$ cat src/rtl/vga_timing_monitor_if.sv
// VGA sync/colour bus as seen between the pixel source and the timing monitor.
interface vga_timing_monitor_if;
  logic       VGA_HS;
  logic       VGA_VS;
  logic [3:0] VGA_R;
  logic [3:0] VGA_G;
  logic [3:0] VGA_B;

  modport master (output VGA_HS, VGA_VS, VGA_R, VGA_G, VGA_B);
  modport slave  (input  VGA_HS, VGA_VS, VGA_R, VGA_G, VGA_B);
endinterface

$ cat src/rtl/vga_timing_monitor.sv
// Receive-side VGA checker: measures sync timing against the configured mode,
// locks onto the frame and accumulates a per-frame checksum of the active area.
module vga_timing_monitor #(
  parameter int PIX_DIV  = 2,
  parameter int H_SYNC   = 96,
  parameter int H_BP     = 48,
  parameter int H_ACTIVE = 640,
  parameter int H_FP     = 16,
  parameter int V_SYNC   = 2,
  parameter int V_BP     = 33,
  parameter int V_ACTIVE = 480,
  parameter int V_FP     = 10
) (
  input  logic                 CLK1_50,
  input  logic                 RST_N,
  vga_timing_monitor_if.slave  vga,
  input  logic                 CLR_ERR,
  output logic                 LOCKED,
  output logic                 H_ERR,
  output logic                 V_ERR,
  output logic                 FRAME_DONE,
  output logic [15:0]          FRAME_SUM,
  output logic [15:0]          FRAME_CNT,
  output logic [15:0]          LINE_LEN
);

  localparam int H_TOTAL = H_SYNC + H_BP + H_ACTIVE + H_FP;
  localparam int V_TOTAL = V_SYNC + V_BP + V_ACTIVE + V_FP;
  localparam int PW      = (PIX_DIV > 1) ? $clog2(PIX_DIV) : 1;

  localparam logic [15:0]   HS_W     = 16'(H_SYNC * PIX_DIV);
  localparam logic [15:0]   H_PER    = 16'(H_TOTAL * PIX_DIV);
  localparam logic [15:0]   A0       = 16'((H_SYNC + H_BP) * PIX_DIV);
  localparam logic [15:0]   A_END    = 16'((H_SYNC + H_BP + H_ACTIVE) * PIX_DIV);
  localparam logic [15:0]   V_LO     = 16'(V_SYNC + V_BP);
  localparam logic [15:0]   V_HI     = 16'(V_SYNC + V_BP + V_ACTIVE);
  localparam logic [15:0]   VS_W     = 16'(V_SYNC);
  localparam logic [15:0]   V_TOT    = 16'(V_TOTAL);
  localparam logic [PW-1:0] PIX_LAST = PW'(PIX_DIV - 1);

  typedef enum logic [1:0] {S_WAIT_VS, S_MEASURE, S_LOCKED} state_t;

  // input registers and one-cycle-older copies for edge detection
  logic        hs_q, hs_p_q, vs_q, vs_p_q, clr_q;
  logic [11:0] rgb_q;

  logic [15:0]   hcnt_q, hcnt_d, vline_q, vline_d;
  logic [PW-1:0] pcnt_q, pcnt_d;
  logic [15:0]   vs_hs_q, vs_hs_d, fhs_q, fhs_d, acc_q, acc_d;
  logic          vs_pend_q, vs_pend_d, h_armed_q, h_armed_d, v_armed_q, v_armed_d;
  logic          herr_q, herr_d, verr_q, verr_d, done_q, done_d;
  logic [15:0]   sum_q, sum_d, fcnt_q, fcnt_d, llen_q, llen_d;
  state_t        state_q, state_d;

  logic        hs_fall, hs_rise, vs_fall, vs_rise;
  logic [15:0] hcnt_inc;
  logic        h_evt, v_evt, any_err, pix_en, enter_wait;

  assign hs_fall = hs_p_q & ~hs_q;
  assign hs_rise = ~hs_p_q & hs_q;
  assign vs_fall = vs_p_q & ~vs_q;
  assign vs_rise = ~vs_p_q & vs_q;

  // hcnt_d is the count for the current cycle: 0 on the HS-fall cycle
  assign hcnt_inc = (hcnt_q == 16'hFFFF) ? hcnt_q : hcnt_q + 16'd1;
  assign hcnt_d   = hs_fall ? 16'd0 : hcnt_inc;
  assign pcnt_d   = (hs_fall || pcnt_q == PIX_LAST) ? '0 : pcnt_q + PW'(1);

  assign h_evt = (hs_fall & h_armed_q & (hcnt_inc != H_PER))
               | (hs_rise & h_armed_q & (hcnt_d != HS_W))
               | (!hs_fall && hcnt_q == 16'hFFFE);
  assign v_evt = (vs_rise & v_armed_q & (vs_hs_q != VS_W))
               | (vs_fall & v_armed_q & (fhs_q != V_TOT));
  assign any_err = h_evt | v_evt;

  assign pix_en = (pcnt_d == '0) && (hcnt_d >= A0) && (hcnt_d < A_END)
               && (vline_q >= V_LO) && (vline_q < V_HI);

  always_comb begin
    vline_d   = vline_q;
    vs_pend_d = vs_pend_q;
    if (hs_fall) begin
      vline_d   = (vs_fall || vs_pend_q) ? 16'd0
                : (vline_q == 16'hFFFF) ? vline_q : vline_q + 16'd1;
      vs_pend_d = 1'b0;
    end else if (vs_fall) begin
      vs_pend_d = 1'b1;
    end
  end

  // HS falls counted while VS is low, and between consecutive VS falls
  always_comb begin
    vs_hs_d = vs_hs_q;
    fhs_d   = fhs_q;
    if (vs_fall) begin
      vs_hs_d = {15'b0, hs_fall};
      fhs_d   = {15'b0, hs_fall};
    end else if (hs_fall) begin
      if (!vs_q) vs_hs_d = vs_hs_q + 16'd1;
      fhs_d = (fhs_q == 16'hFFFF) ? fhs_q : fhs_q + 16'd1;
    end
  end

  assign acc_d  = vs_fall ? 16'd0 : pix_en ? acc_q + {4'b0, rgb_q} : acc_q;
  assign llen_d = hs_fall ? hcnt_inc : llen_q;

  always_comb begin
    state_d = state_q;
    done_d  = 1'b0;
    sum_d   = sum_q;
    fcnt_d  = fcnt_q;
    unique case (state_q)
      S_WAIT_VS: begin
        if (vs_fall && !any_err) state_d = S_MEASURE;
      end
      S_MEASURE: begin
        if (any_err) begin
          state_d = S_WAIT_VS;
        end else if (vs_fall) begin
          state_d = S_LOCKED;
          done_d  = 1'b1;
          sum_d   = acc_q;
        end
      end
      S_LOCKED: begin
        if (vs_fall) begin
          done_d = 1'b1;
          sum_d  = acc_q;
          if (!any_err) fcnt_d = fcnt_q + 16'd1;
        end
        if (any_err) state_d = S_WAIT_VS;
      end
      default: state_d = S_WAIT_VS;
    endcase
  end

  assign enter_wait = (state_d == S_WAIT_VS) && (state_q != S_WAIT_VS);

  // a VS fall restarts the frame count, so it re-arms even on the entry cycle
  assign h_armed_d = enter_wait ? 1'b0 : (hs_fall ? 1'b1 : h_armed_q);
  assign v_armed_d = vs_fall ? 1'b1 : (enter_wait ? 1'b0 : v_armed_q);

  assign herr_d = h_evt ? 1'b1 : (clr_q ? 1'b0 : herr_q);
  assign verr_d = v_evt ? 1'b1 : (clr_q ? 1'b0 : verr_q);

  always_ff @(posedge CLK1_50 or negedge RST_N) begin
    if (!RST_N) begin
      hs_q      <= 1'b1;
      hs_p_q    <= 1'b1;
      vs_q      <= 1'b1;
      vs_p_q    <= 1'b1;
      clr_q     <= 1'b0;
      rgb_q     <= '0;
      hcnt_q    <= '0;
      pcnt_q    <= '0;
      vline_q   <= '0;
      vs_pend_q <= 1'b0;
      vs_hs_q   <= '0;
      fhs_q     <= '0;
      acc_q     <= '0;
      h_armed_q <= 1'b0;
      v_armed_q <= 1'b0;
      herr_q    <= 1'b0;
      verr_q    <= 1'b0;
      done_q    <= 1'b0;
      sum_q     <= '0;
      fcnt_q    <= '0;
      llen_q    <= '0;
      state_q   <= S_WAIT_VS;
    end else begin
      hs_q      <= vga.VGA_HS;
      hs_p_q    <= hs_q;
      vs_q      <= vga.VGA_VS;
      vs_p_q    <= vs_q;
      clr_q     <= CLR_ERR;
      rgb_q     <= {vga.VGA_R, vga.VGA_G, vga.VGA_B};
      hcnt_q    <= hcnt_d;
      pcnt_q    <= pcnt_d;
      vline_q   <= vline_d;
      vs_pend_q <= vs_pend_d;
      vs_hs_q   <= vs_hs_d;
      fhs_q     <= fhs_d;
      acc_q     <= acc_d;
      h_armed_q <= h_armed_d;
      v_armed_q <= v_armed_d;
      herr_q    <= herr_d;
      verr_q    <= verr_d;
      done_q    <= done_d;
      sum_q     <= sum_d;
      fcnt_q    <= fcnt_d;
      llen_q    <= llen_d;
      state_q   <= state_d;
    end
  end

  assign LOCKED     = (state_q == S_LOCKED);
  assign H_ERR      = herr_q;
  assign V_ERR      = verr_q;
  assign FRAME_DONE = done_q;
  assign FRAME_SUM  = sum_q;
  assign FRAME_CNT  = fcnt_q;
  assign LINE_LEN   = llen_q;

endmodule

$ cat src/flat_wrapper.sv
// flat-port wrapper written by rule: the top's interface ports become plain ports
module vga_timing_monitor_flat 
#(
  parameter int PIX_DIV  = 2,
  parameter int H_SYNC   = 96,
  parameter int H_BP     = 48,
  parameter int H_ACTIVE = 640,
  parameter int H_FP     = 16,
  parameter int V_SYNC   = 2,
  parameter int V_BP     = 33,
  parameter int V_ACTIVE = 480,
  parameter int V_FP     = 10
)
  (CLK1_50, RST_N, CLR_ERR, LOCKED, H_ERR, V_ERR, FRAME_DONE, FRAME_SUM, FRAME_CNT, LINE_LEN, vga_VGA_HS, vga_VGA_VS, vga_VGA_R, vga_VGA_G, vga_VGA_B);
  vga_timing_monitor_if vga_i ();
  input  logic CLK1_50;
  input  logic RST_N;
  input  logic CLR_ERR;
  output logic LOCKED;
  output logic H_ERR;
  output logic V_ERR;
  output logic FRAME_DONE;
  output logic [15:0] FRAME_SUM;
  output logic [15:0] FRAME_CNT;
  output logic [15:0] LINE_LEN;
  input wire logic [$bits(vga_i.VGA_HS)-1:0] vga_VGA_HS;
  input wire logic [$bits(vga_i.VGA_VS)-1:0] vga_VGA_VS;
  input wire logic [$bits(vga_i.VGA_R)-1:0] vga_VGA_R;
  input wire logic [$bits(vga_i.VGA_G)-1:0] vga_VGA_G;
  input wire logic [$bits(vga_i.VGA_B)-1:0] vga_VGA_B;
  assign vga_i.VGA_HS = vga_VGA_HS;
  assign vga_i.VGA_VS = vga_VGA_VS;
  assign vga_i.VGA_R = vga_VGA_R;
  assign vga_i.VGA_G = vga_VGA_G;
  assign vga_i.VGA_B = vga_VGA_B;
  vga_timing_monitor #(.PIX_DIV(PIX_DIV), .H_SYNC(H_SYNC), .H_BP(H_BP), .H_ACTIVE(H_ACTIVE), .H_FP(H_FP), .V_SYNC(V_SYNC), .V_BP(V_BP), .V_ACTIVE(V_ACTIVE), .V_FP(V_FP)) u_core (.CLK1_50(CLK1_50), .RST_N(RST_N), .vga(vga_i), .CLR_ERR(CLR_ERR), .LOCKED(LOCKED), .H_ERR(H_ERR), .V_ERR(V_ERR), .FRAME_DONE(FRAME_DONE), .FRAME_SUM(FRAME_SUM), .FRAME_CNT(FRAME_CNT), .LINE_LEN(LINE_LEN));
endmodule
$ cat config.mk
export PLATFORM = sky130hd
export DESIGN_NAME = vga_timing_monitor_flat
export DESIGN_NICKNAME = d
export VERILOG_FILES = /design/src/rtl/vga_timing_monitor_if.sv /design/src/rtl/vga_timing_monitor.sv /design/src/flat_wrapper.sv
export SDC_FILE = /design/constraint.sdc
export NUM_CORES = 1
export LEC_CHECK = 0
export ABC_AREA = 0
export ABC_CLOCK_PERIOD_IN_PS = 3660
export CORE_ASPECT_RATIO = 0.9
export CORE_MARGIN = 2
export CORE_UTILIZATION = 34
export DETAILED_ROUTE_END_ITERATION = 12
export SLEW_MARGIN = 20
export SYNTH_ARGS = -nofsm -noshare
export SYNTH_HDL_FRONTEND = slang
export SYNTH_SLANG_ARGS = --single-unit
export TNS_END_PERCENT = 50
$ cat constraint.sdc
create_clock -name CLK1_50 -period 3.66 [get_ports CLK1_50]
set_input_delay 0.549 -clock CLK1_50 [delete_from_list [all_inputs] [get_ports CLK1_50]]
set_output_delay 0.549 -clock CLK1_50 [all_outputs]
set_load 0.05 [all_outputs]
After elaboration in Yosys (flattened, before gate mapping)
Cells that the tools add are included.
- output and inout port bits: 52
- input bits: 17
- register bits: 154
- logic and storage cells: 128
- reductions and logical operators: 26
- add/sub/neg operators: 7
- eq/ne operators: 14
- magnitude comparators: 4
- bitwise operators: 22
- mux-type cells: 33
- operator list (kind ; count):
    16-bit 2-to-1 mux ; 14
    16-bit by 1-bit adder with 16-bit output, second input constant ; 5
    16-bit == test, second input constant ; 4
    16-bit one-hot mux with 2 select lines ; 1
    16-bit by 12-bit adder with 16-bit output ; 1
    16-bit by 6-bit >= comparator with 1-bit output, second input constant ; 1
    16-bit by 9-bit >= comparator with 1-bit output, second input constant ; 1
    16-bit by 10-bit < comparator with 1-bit output, second input constant ; 1
    16-bit by 11-bit < comparator with 1-bit output, second input constant ; 1
    16-bit by 10-bit inequality test with 1-bit output, second input constant ; 1
    16-bit by 11-bit inequality test with 1-bit output, second input constant ; 1
    16-bit by 2-bit inequality test with 1-bit output, second input constant ; 1
    16-bit by 8-bit inequality test with 1-bit output, second input constant ; 1
    2-bit nonzero test ; 8
    1-bit AND ; 12
    1-bit 2-to-1 mux ; 12
    2-bit 2-to-1 mux ; 4
    2-bit AND reduction ; 4
    1-bit logical AND ; 7
    1-bit NOT ; 6
    2-bit one-hot mux with 3 select lines ; 1
    2-bit zero test ; 2
    2-bit by 1-bit inequality test with 1-bit output, second input constant ; 2
    2-bit inequality test, second input constant ; 2
    8 further kinds ; 13

Longest topological paths before layout
Gate-level depths: netlist (run 1).
- depth after elaboration: 16
- gate-level depth with buffers: 11
- depth with buffers taken out: 10

Least setup slack after synthesis (run 1)
Ideal clock, no wire load.
- kind: register to register
- start: register u_core.hcnt_q[0]
- end: register u_core.sum_q[10] (netlist: u_core.FRAME_SUM[10])
- setup slack: 453 ps
- required time: 3535 ps
- buffers on the path: 2
- arrival time: 3082 ps
- stages on the path, launching flop included: 12
- library setup time: 125 ps
- path through: dfrtp_1 > ha_1 > nand3_1 > buf_2 > a211oi_1 > mux2i_1 > nand4_1 > a211oi_1 > nand4_4 > a21oi_4 > buf_12 > mux2_4
- cells in the longest elaborated chain, start to end: 10
- RTL lines (what ; line ; RTL):
    start: declaration ; vga_timing_monitor.sv:47 ; logic [15:0] hcnt_q, hcnt_d, vline_q, vline_d;
    start signal: assignment ; vga_timing_monitor.sv:177 ; hcnt_q <= hcnt_d;
    16-bit by 1-bit adder with 16-bit output or 16-bit == test (tied branches) ; vga_timing_monitor.sv:65 ; assign hcnt_inc = (hcnt_q == 16'hFFFF) ? hcnt_q : hcnt_q + 16'd1;
    16-bit 2-to-1 mux ; vga_timing_monitor.sv:65 ;
    16-bit 2-to-1 mux ; vga_timing_monitor.sv:66 ; assign hcnt_d = hs_fall ? 16'd0 : hcnt_inc;
    16-bit by 8-bit inequality test with 1-bit output ; vga_timing_monitor.sv:70 ; | (hs_rise & h_armed_q & (hcnt_d != HS_W))
    1-bit AND ; vga_timing_monitor.sv:70 ;
    1-bit bitwise OR ; vga_timing_monitor.sv:70 ;
    1-bit bitwise OR (*) ; vga_timing_monitor.sv:71 ; | (!hs_fall && hcnt_q == 16'hFFFE);
    1-bit bitwise OR (*) ; vga_timing_monitor.sv:74 ; assign any_err = h_evt | v_evt;
    2-bit inequality test (no source line) (*) ; - ;
    2-bit AND reduction (no source line) (*) ; - ;
    end signal: assignment ; vga_timing_monitor.sv:189 ; sum_q <= sum_d;
    end: declaration ; vga_timing_monitor.sv:52 ; logic [15:0] sum_q, sum_d, fcnt_q, fcnt_d, llen_q, llen_d;
Mark *: on every way between the ends. The rest lies on a longest branch, timed or not.
A chain may end at the register's enable or synchronous reset.

Worst setup path in the final report (run 1)
- start: register u_core.hcnt_q[0]
- end: register u_core.sum_q[4] (netlist: u_core.FRAME_SUM[4])
The elaborated chain is that of the path after synthesis.

==> out/qor.csv, run 1 <==
stage;metric;value;unit
status;status;finished, final reports clean;
floorplanning;die span in y;147;um
worst_setup_path;crit-path max FO;16;
finish;final core occ;0.422;
routing;DR WL/cell;14.4;um
clock_network;clock root buffer;clkbuf_16;
routing;via count;5659;
global_routing;initial antenna violation count;0;
timing;Peak Freq;0.291;GHz
timing;Setup Viol. Count Final;0;
floorplanning;full die area;24000;um^2
timing;final hold slack;0.139;ns
worst_setup_path;slowest CP cell;a211oi_1;
routing;Residual DRC;0;
timing;post-route setup TNS;0;ns
worst_setup_path;crit path launch type;register;
synth;fraction of registers with async set/reset;1.00;
job;Max Cap Violations;0;
power_and_ir_drop;Overall Power;4.56;mW
finish;filler cell count;2136;
power_and_ir_drop;P_leak;4.11;nW
synth;Syn Area/Cell;10.4;um^2
global_routing;GRT Util Overall;0.144;
synth;Post-Syn Nets;788;
synth;Seq/Total Area, Yosys;0.499;
floorplanning;Initial Util;0.345;
finish;most common cell after layout, fill and taps aside;dfrtp_1;
power_and_ir_drop;sw frac;0.281;
routing;Vias/cell;5.00;
synth;count of flip-flops with a built-in enable after synthesis;0;
finish;Layout Nets;864;
floorplanning;I/O Pins;69;
timing;Max Slew Vio Count;0;
power_and_ir_drop;power share of the clock group;0.423;
clock_network;Num CTS Buffers;17;
routing;final WL;16300;um
timing;Final Hold Viols;0;
worst_setup_path;Crit. End Element;register;
global_routing;number of global-route vias before repair;5383;
worst_setup_path;CP bufs+invs;1;
place;pre-CTS WS;0.138;ns
clock_network;H-tree depth;4;
synth;Synth Register Bits;154;
worst_setup_path;Largest delay share family, worst path;compound AO/OA/AOI/OAI gates;
timing;Tcrit/Tclk final;0.940;
synth;Yosys cell types;71;
clock_network;Worst-path clk slew;0.06;ns
synth;Cell Area, Synth;7730;um^2
power_and_ir_drop;Int Power;3.28;mW
global_routing;largest net degree at the start of global routing;79;
synth;yosys warns;0;
worst_hold_path;HP Class;input pin to asynchronous set/reset pin;
power_and_ir_drop;Pwr per Cell Area;483;nW/um^2
place;hpwl dp;11400;um
worst_setup_path;most used cell along the critical path;a211oi_1;
clock_network;Clock Path Buffers;2;
worst_setup_path;Worst Path Arrival;3.75;ns
worst_setup_path;crit-path cells;ha_1 > nand3_2 > a211oi_1 > mux2i_1 > nand4_1 > a211oi_1 > nand4_4 > a21oi_4 > buf_12 > mux2_2;
timing;RSZ-0062 raised after global routing;no;
timing;Final min period;3.44;ns
worst_setup_path;critical setup path kind;register to register;
power_and_ir_drop;Reg power frac;0.419;
finish;diode count;0;
floorplanning;num rows;52;
timing;Post-Route Skew;0.0117;ns
power_and_ir_drop;Comb power frac;0.158;
routing;Antenna Nets Post-Route;0;
timing;worst-margin pin slew;0.862;ns
power_and_ir_drop;Net Switching;1.28;mW
timing;Final WS setup;0.219;ns
power_and_ir_drop;Peak VDD IR;0.265;mV
synth;Synth Flop Type;dfrtp_1;
worst_setup_path;Worst Path Required;3.97;ns
routing;first drt pass iteration count;5;
clock_network;TritonCTS clock tree;yes;
timing;worst slew margin relative to its limit;0.423;
clock_network;clock net sink count;154;
floorplanning;chip width;163;um
finish;Layout area overhead;22.3;%
worst_setup_path;Max stage delay on crit path;0.55;ns
place;gpl congestion;0.840;
finish;share of layout cells above drive strength 1;0.109;
finish;most frequent cells in the layout;dfrtp_1 (150), nor2_1 (81), clkdlybuf4s50_1 (67), nand2_1 (65), o21ai_0 (41);
clock_network;worst skew pair latency;0.43;ns
place;I/O Buffers;68;
routing;DRC violation total after the first TritonRoute iteration;389;
floorplanning;Core Box Area;22400;um^2
global_routing;first-pass GRT wire length;27400;um
synth;synthesized instance count;746;
global_routing;aggregate global routing overflow;0;
clock_network;CTS Hold Bufs;0;
cell type report:
type	instances	area, um^2	area share
clock buffers	18	429	0.0454
well taps	297	372	0.0393
clock inverters	14	221	0.0234
repair buffers	82	812	0.0859
inverters	22	82.6	0.00874
multi-input cells	545	3680	0.389
flip-flops and latches	154	3860	0.408
repair_timing:
| item | CTS | global route |
|---|---|---|
| buffers inserted | 0 | 0 |
| gates resized for setup | 0 | 1 |
| endpoints found under the setup margin | 0 | 25 |
flip-flops by register name (all words and copies together), names as in the netlist:
signal and flops:
u_core.FRAME_CNT 16, u_core.FRAME_SUM 16, u_core.LINE_LEN 16, u_core.acc_q 16, u_core.fhs_q 16, u_core.hcnt_q 16
u_core.vline_q 16, u_core.vs_hs_q 16, u_core.rgb_q 12, u_core.state_q 2, u_core.FRAME_DONE 1, u_core.H_ERR 1
u_core.V_ERR 1, u_core.clr_q 1, u_core.h_armed_q 1, u_core.hs_p_q 1, u_core.hs_q 1, u_core.pcnt_q 1
u_core.v_armed_q 1, u_core.vs_p_q 1, u_core.vs_pend_q 1, u_core.vs_q 1
final timing paths:
kind,start,to,slack (ns),cells after the start
min in group CLK1_50,u_core.hs_q,u_core.hs_p_q,0.41,0
worst max-delay path,u_core.hcnt_q[0],u_core.FRAME_SUM[4],0.22,10
worst min register to register,u_core.hs_q,u_core.hs_p_q,0.41,0
max in group asynchronous,RST_N,u_core.vs_q,2.65,2
worst min-delay path,RST_N,u_core.FRAME_CNT[13],0.14,1
worst max register to register,u_core.hcnt_q[0],u_core.FRAME_SUM[4],0.22,10
cell usage after synthesis, types with 8 or more instances:
cell | count | area [um^2]
nand2_1 | 65 | 244
o31ai_1 | 11 | 82.6
mux2_4 | 10 | 150
and3_1 | 13 | 81.3
a21o_1 | 8 | 60.1
xnor2_1 | 35 | 307
inv_1 | 22 | 82.6
clkbuf_1 | 17 | 63.8
ha_1 | 24 | 300
nor3_1 | 19 | 95.1
nor4_1 | 8 | 50.1
and4_1 | 8 | 70.1
a21oi_1 | 21 | 105
xor2_1 | 35 | 307
nor2_1 | 81 | 304
or3_1 | 11 | 68.8
dfrtp_1 | 150 | 3750
nand3_1 | 35 | 175
o21ai_0 | 41 | 205
nand4_1 | 23 | 144
power groups by stage:
stage,registers [mW],clock network (mW),logic (mW)
after global routing,1.93,2.04,0.798
final,1.91,1.93,0.720
after global placement,1.94,0,0.716
after CTS,1.91,1.97,0.729
after detailed placement,1.94,0,0.724
after floorplan,2.03,0,0.392
stage by stage:
stage,instances,cell area [um^2]
after floorplan,746,7730
after global placement,1100,8800
after detailed placement,1100,8800
after CTS,1132,9450
after global routing,1132,9450
final,1132,9450
cells by family (layout without fill, tap and decap cells):
group / Yosys count / after routing / synth area share
multiplexers: 21 / 21 / 0.0346
adder cells (fa/ha/maj): 25 / 25 / 0.0415
XOR/XNOR: 70 / 70 / 0.0793
flip-flops: 154 / 154 / 0.499
buffers and inverters: 47 / 136 / 0.0267
AND/OR/NAND/NOR: 308 / 308 / 0.211
AO/OA/AOI/OAI: 121 / 121 / 0.107
metal layers:
layer / up-vias / part of all wire / global-route usage
met3: 15 / 0.034 / 0.0336
met1: 2738 / 0.50 / 0.202
met2: 86 / 0.45 / 0.218
li1: 2820 / - / -
met5: - / 0 / 0
met4: 0 / 0.014 / 0.0473
No activity file was read; power rests on OpenSTA's default activity.
==> inputs of run 2 (changes only) <==
SLEW_MARGIN = 15   (was 20)
==> results of run 2 <==
Final layout, timing and power as in run 1 (identical DEF).
==> inputs of run 3 (changes only) <==
DONT_BUFFER_PORTS = 1   (was not set)
==> run 3 against run 2 <==
Net effect:
- the flow now finishes with violations (negative hold slack)
- wire length grew 0.83%
- core utilization fell by 3.2 points
- global-route usage shrank 0.14 points
- clock skew barely moved
- sequential share of layout area increased by 3.4 points
- clock-buffer cell count grew 8
- non-clock buffer count decreased by 69
- critical path type unchanged
- largest cell class unchanged
- highest routed layer unchanged
==> out/qor.csv, run 3 (synthesized netlist as in run 1, its figures left out) <==
stage;metric;value;unit;change
clock_network;Worst-path clk slew;0.06;ns;about the same
routing;Vias/cell;5.08;;+1.7%
routing;Top Layer Used;met4;;
global_routing;aggregate global routing overflow;0;;unchanged
clock_network;TritonCTS clock tree;yes;;
finish;share of layout cells above drive strength 1;0.112;;+0.00329
clock_network;H-tree depth;4;;unchanged
finish;filler cell count;2189;;+2.5%
worst_setup_path;crit-path max FO;16;;unchanged
clock_network;clock root buffer;clkbuf_16;;
finish;Layout area overhead;13.0;%;
routing;DRC violation total after the first TritonRoute iteration;459;;+18%
timing;Final Hold Viols;150;;+150
timing;worst-margin pin slew;0.819;ns;-0.0438 ns
routing;final WL;16400;um;+0.83%
worst_setup_path;Worst R2R Path Depth;10;;unchanged
power_and_ir_drop;P_leak;3.82;nW;-7.0%
routing;Detail Route met2 WL;7350;um;-0.62%
timing;post-route setup TNS;0;ns;unchanged
worst_setup_path;crit path launch type;register;;
timing;worst slew margin relative to its limit;0.452;;+0.0293
global_routing;number of global-route vias before repair;5269;;-2.1%
clock_network;clock net sink count;154;;unchanged
status;failing checks;negative hold slack;;
worst_setup_path;slowest CP cell;o311ai_4;;
finish;diode count;0;;unchanged
routing;routed length on met3;631;um;+13%
place;hpwl dp;11100;um;-3.2%
timing;Setup Viol. Count Final;0;;unchanged
floorplanning;I/O Pins;69;;unchanged
floorplanning;chip width;163;um;unchanged
timing;Post-Route Skew;0.0114;ns;-0.000289 ns
global_routing;first-pass GRT wire length;27500;um;+0.35%
place;I/O Buffers;0;;-100%
global_routing;initial antenna violation count;0;;unchanged
timing;Peak Freq;0.290;GHz;about the same
place;gpl congestion;0.816;;-2.9%
timing;RSZ-0062 raised after global routing;no;;
status;status;finished with violations;;
power_and_ir_drop;Peak VDD IR;0.247;mV;-6.7%
finish;most common cell after layout, fill and taps aside;dfrtp_1;;
timing;final hold slack;-0.181;ns;-0.319 ns
routing;DR WL/cell;15.5;um;+7.4%
finish;Layout Nets;795;;-8.0%
clock_network;Clock Path Buffers;2;;unchanged
worst_setup_path;FF-to-FF End;u_core.FRAME_SUM[4];;
clock_network;Num CTS Buffers;17;;unchanged
global_routing;GRT Util Overall;0.142;;-0.00139
worst_setup_path;critical setup path kind;register to register;;
clock_network;worst skew pair latency;0.43;ns;about the same
global_routing;largest net degree at the start of global routing;155;;+96%
floorplanning;full die area;24000;um^2;unchanged
timing;Max Slew Vio Count;0;;unchanged
worst_setup_path;Worst Path Arrival;3.75;ns;about the same
clock_network;Post-CTS Setup Bufs;0;;unchanged
job;Max Cap Violations;0;;unchanged
worst_hold_path;HP Class;input pin to asynchronous set/reset pin;;
floorplanning;num rows;52;;unchanged
floorplanning;Core Box Area;22400;um^2;unchanged
routing;Antenna Nets Post-Route;0;;unchanged
finish;final core occ;0.390;;-0.0324
floorplanning;Initial Util;0.345;;unchanged
routing;first drt pass iteration count;5;;unchanged
power_and_ir_drop;Pwr per Cell Area;500;nW/um^2;+3.6%
worst_setup_path;Worst Path Required;3.96;ns;about the same
worst_setup_path;FF-to-FF Start;u_core.hcnt_q[0];;
worst_setup_path;Crit. End Element;register;;
worst_setup_path;reg-to-reg slack, setup;0.22;ns;about the same
routing;via count;5403;;-4.5%
timing;Tcrit/Tclk final;0.941;;about the same
timing;Final min period;3.44;ns;+0.00242 ns
worst_setup_path;crit-path cells;ha_1 > nand3_2 > or2_0 > o31ai_1 > nand4_2 > o311ai_4 > nand4_4 > a21oi_4 > buf_12 > mux2_2;;
worst_setup_path;Max stage delay on crit path;0.53;ns;-0.02 ns
floorplanning;die span in y;147;um;unchanged
routing;routed metal-1 wirelength;8230;um;+1.2%
finish;most frequent cells in the layout;dfrtp_1 (150), nor2_1 (81), nand2_1 (65), o21ai_0 (41);;
routing;Residual DRC;0;;unchanged
run 3: cell type report:
type	instances	area, um^2	share of cell area
clock inverter	6	110	0.0126
clock buffer	26	509	0.0583
multi-input combinational	545	3690	0.422
inverter	22	82.6	0.00946
timing repair buffer	13	110	0.0126
sequential	154	3860	0.442
tap	297	372	0.0426
run 3: how the worst max path moves through the flow:
stage                                start              endpoint  slack [ns]  cells past startpoint
after global routing      u_core.hcnt_q[0]   u_core.FRAME_SUM[4]       0.004                     10
after global placement    u_core.hcnt_q[0]   u_core.FRAME_SUM[3]        0.23                     10
final                     u_core.hcnt_q[0]   u_core.FRAME_SUM[4]        0.22                     10
after detailed placement  u_core.hcnt_q[0]   u_core.FRAME_SUM[1]        0.16                     10
after CTS                 u_core.hcnt_q[0]   u_core.FRAME_SUM[2]        0.13                     10
after floorplan           u_core.hcnt_q[0]  u_core.FRAME_SUM[10]        0.45                     11
run 3: timing repair:
action,CTS,global route
gates resized for setup,0,2
setup endpoints to repair,0,26
hold endpoints to repair,154,150
run 3: where the power goes:
| part | switching [mW] | internal, mW | leakage, nW |
|---|---|---|---|
| combinational | 0.281 | 0.190 | 1.45 |
| clock | 0.685 | 1.16 | 0.297 |
| sequential | 0.245 | 1.80 | 2.08 |
run 3: metrics by stage:
| step | worst slack, ns | power, mW | std cells | instance area (um^2) | hold WS (ns) |
|---|---|---|---|---|---|
| floorplan | 0.453 | 2.42 | 746 | 7730 | 0.253 |
| finish | 0.216 | 4.37 | 1063 | 8730 | -0.181 |
| CTS | 0.126 | 4.40 | 1063 | 8710 | -0.194 |
| global placement | 0.233 | 2.53 | 1031 | 8100 | 0.260 |
| detailed placement | 0.156 | 2.54 | 1031 | 8100 | 0.258 |
| global route | 0.00403 | 4.55 | 1063 | 8730 | -0.203 |
run 3: worst max-delay path: cells and delay by family (launching register included):
kind                       cells  cell delay, ns
muxes                          1            0.34
and+or+nand+nor                4            0.99
DFF                            1            0.44
adders and majority gates      1            0.28
AOI/OAI and AO/OA              3            1.07
buffers and inverters          1            0.18
run 3: routing by layer:
metal / vias up / track usage
met3: 18 / 0.0347
met1: 2628 / 0.202
met5: - / 0
met4: 0 / 0.0412
li1: 2664 / -
met2: 93 / 0.215
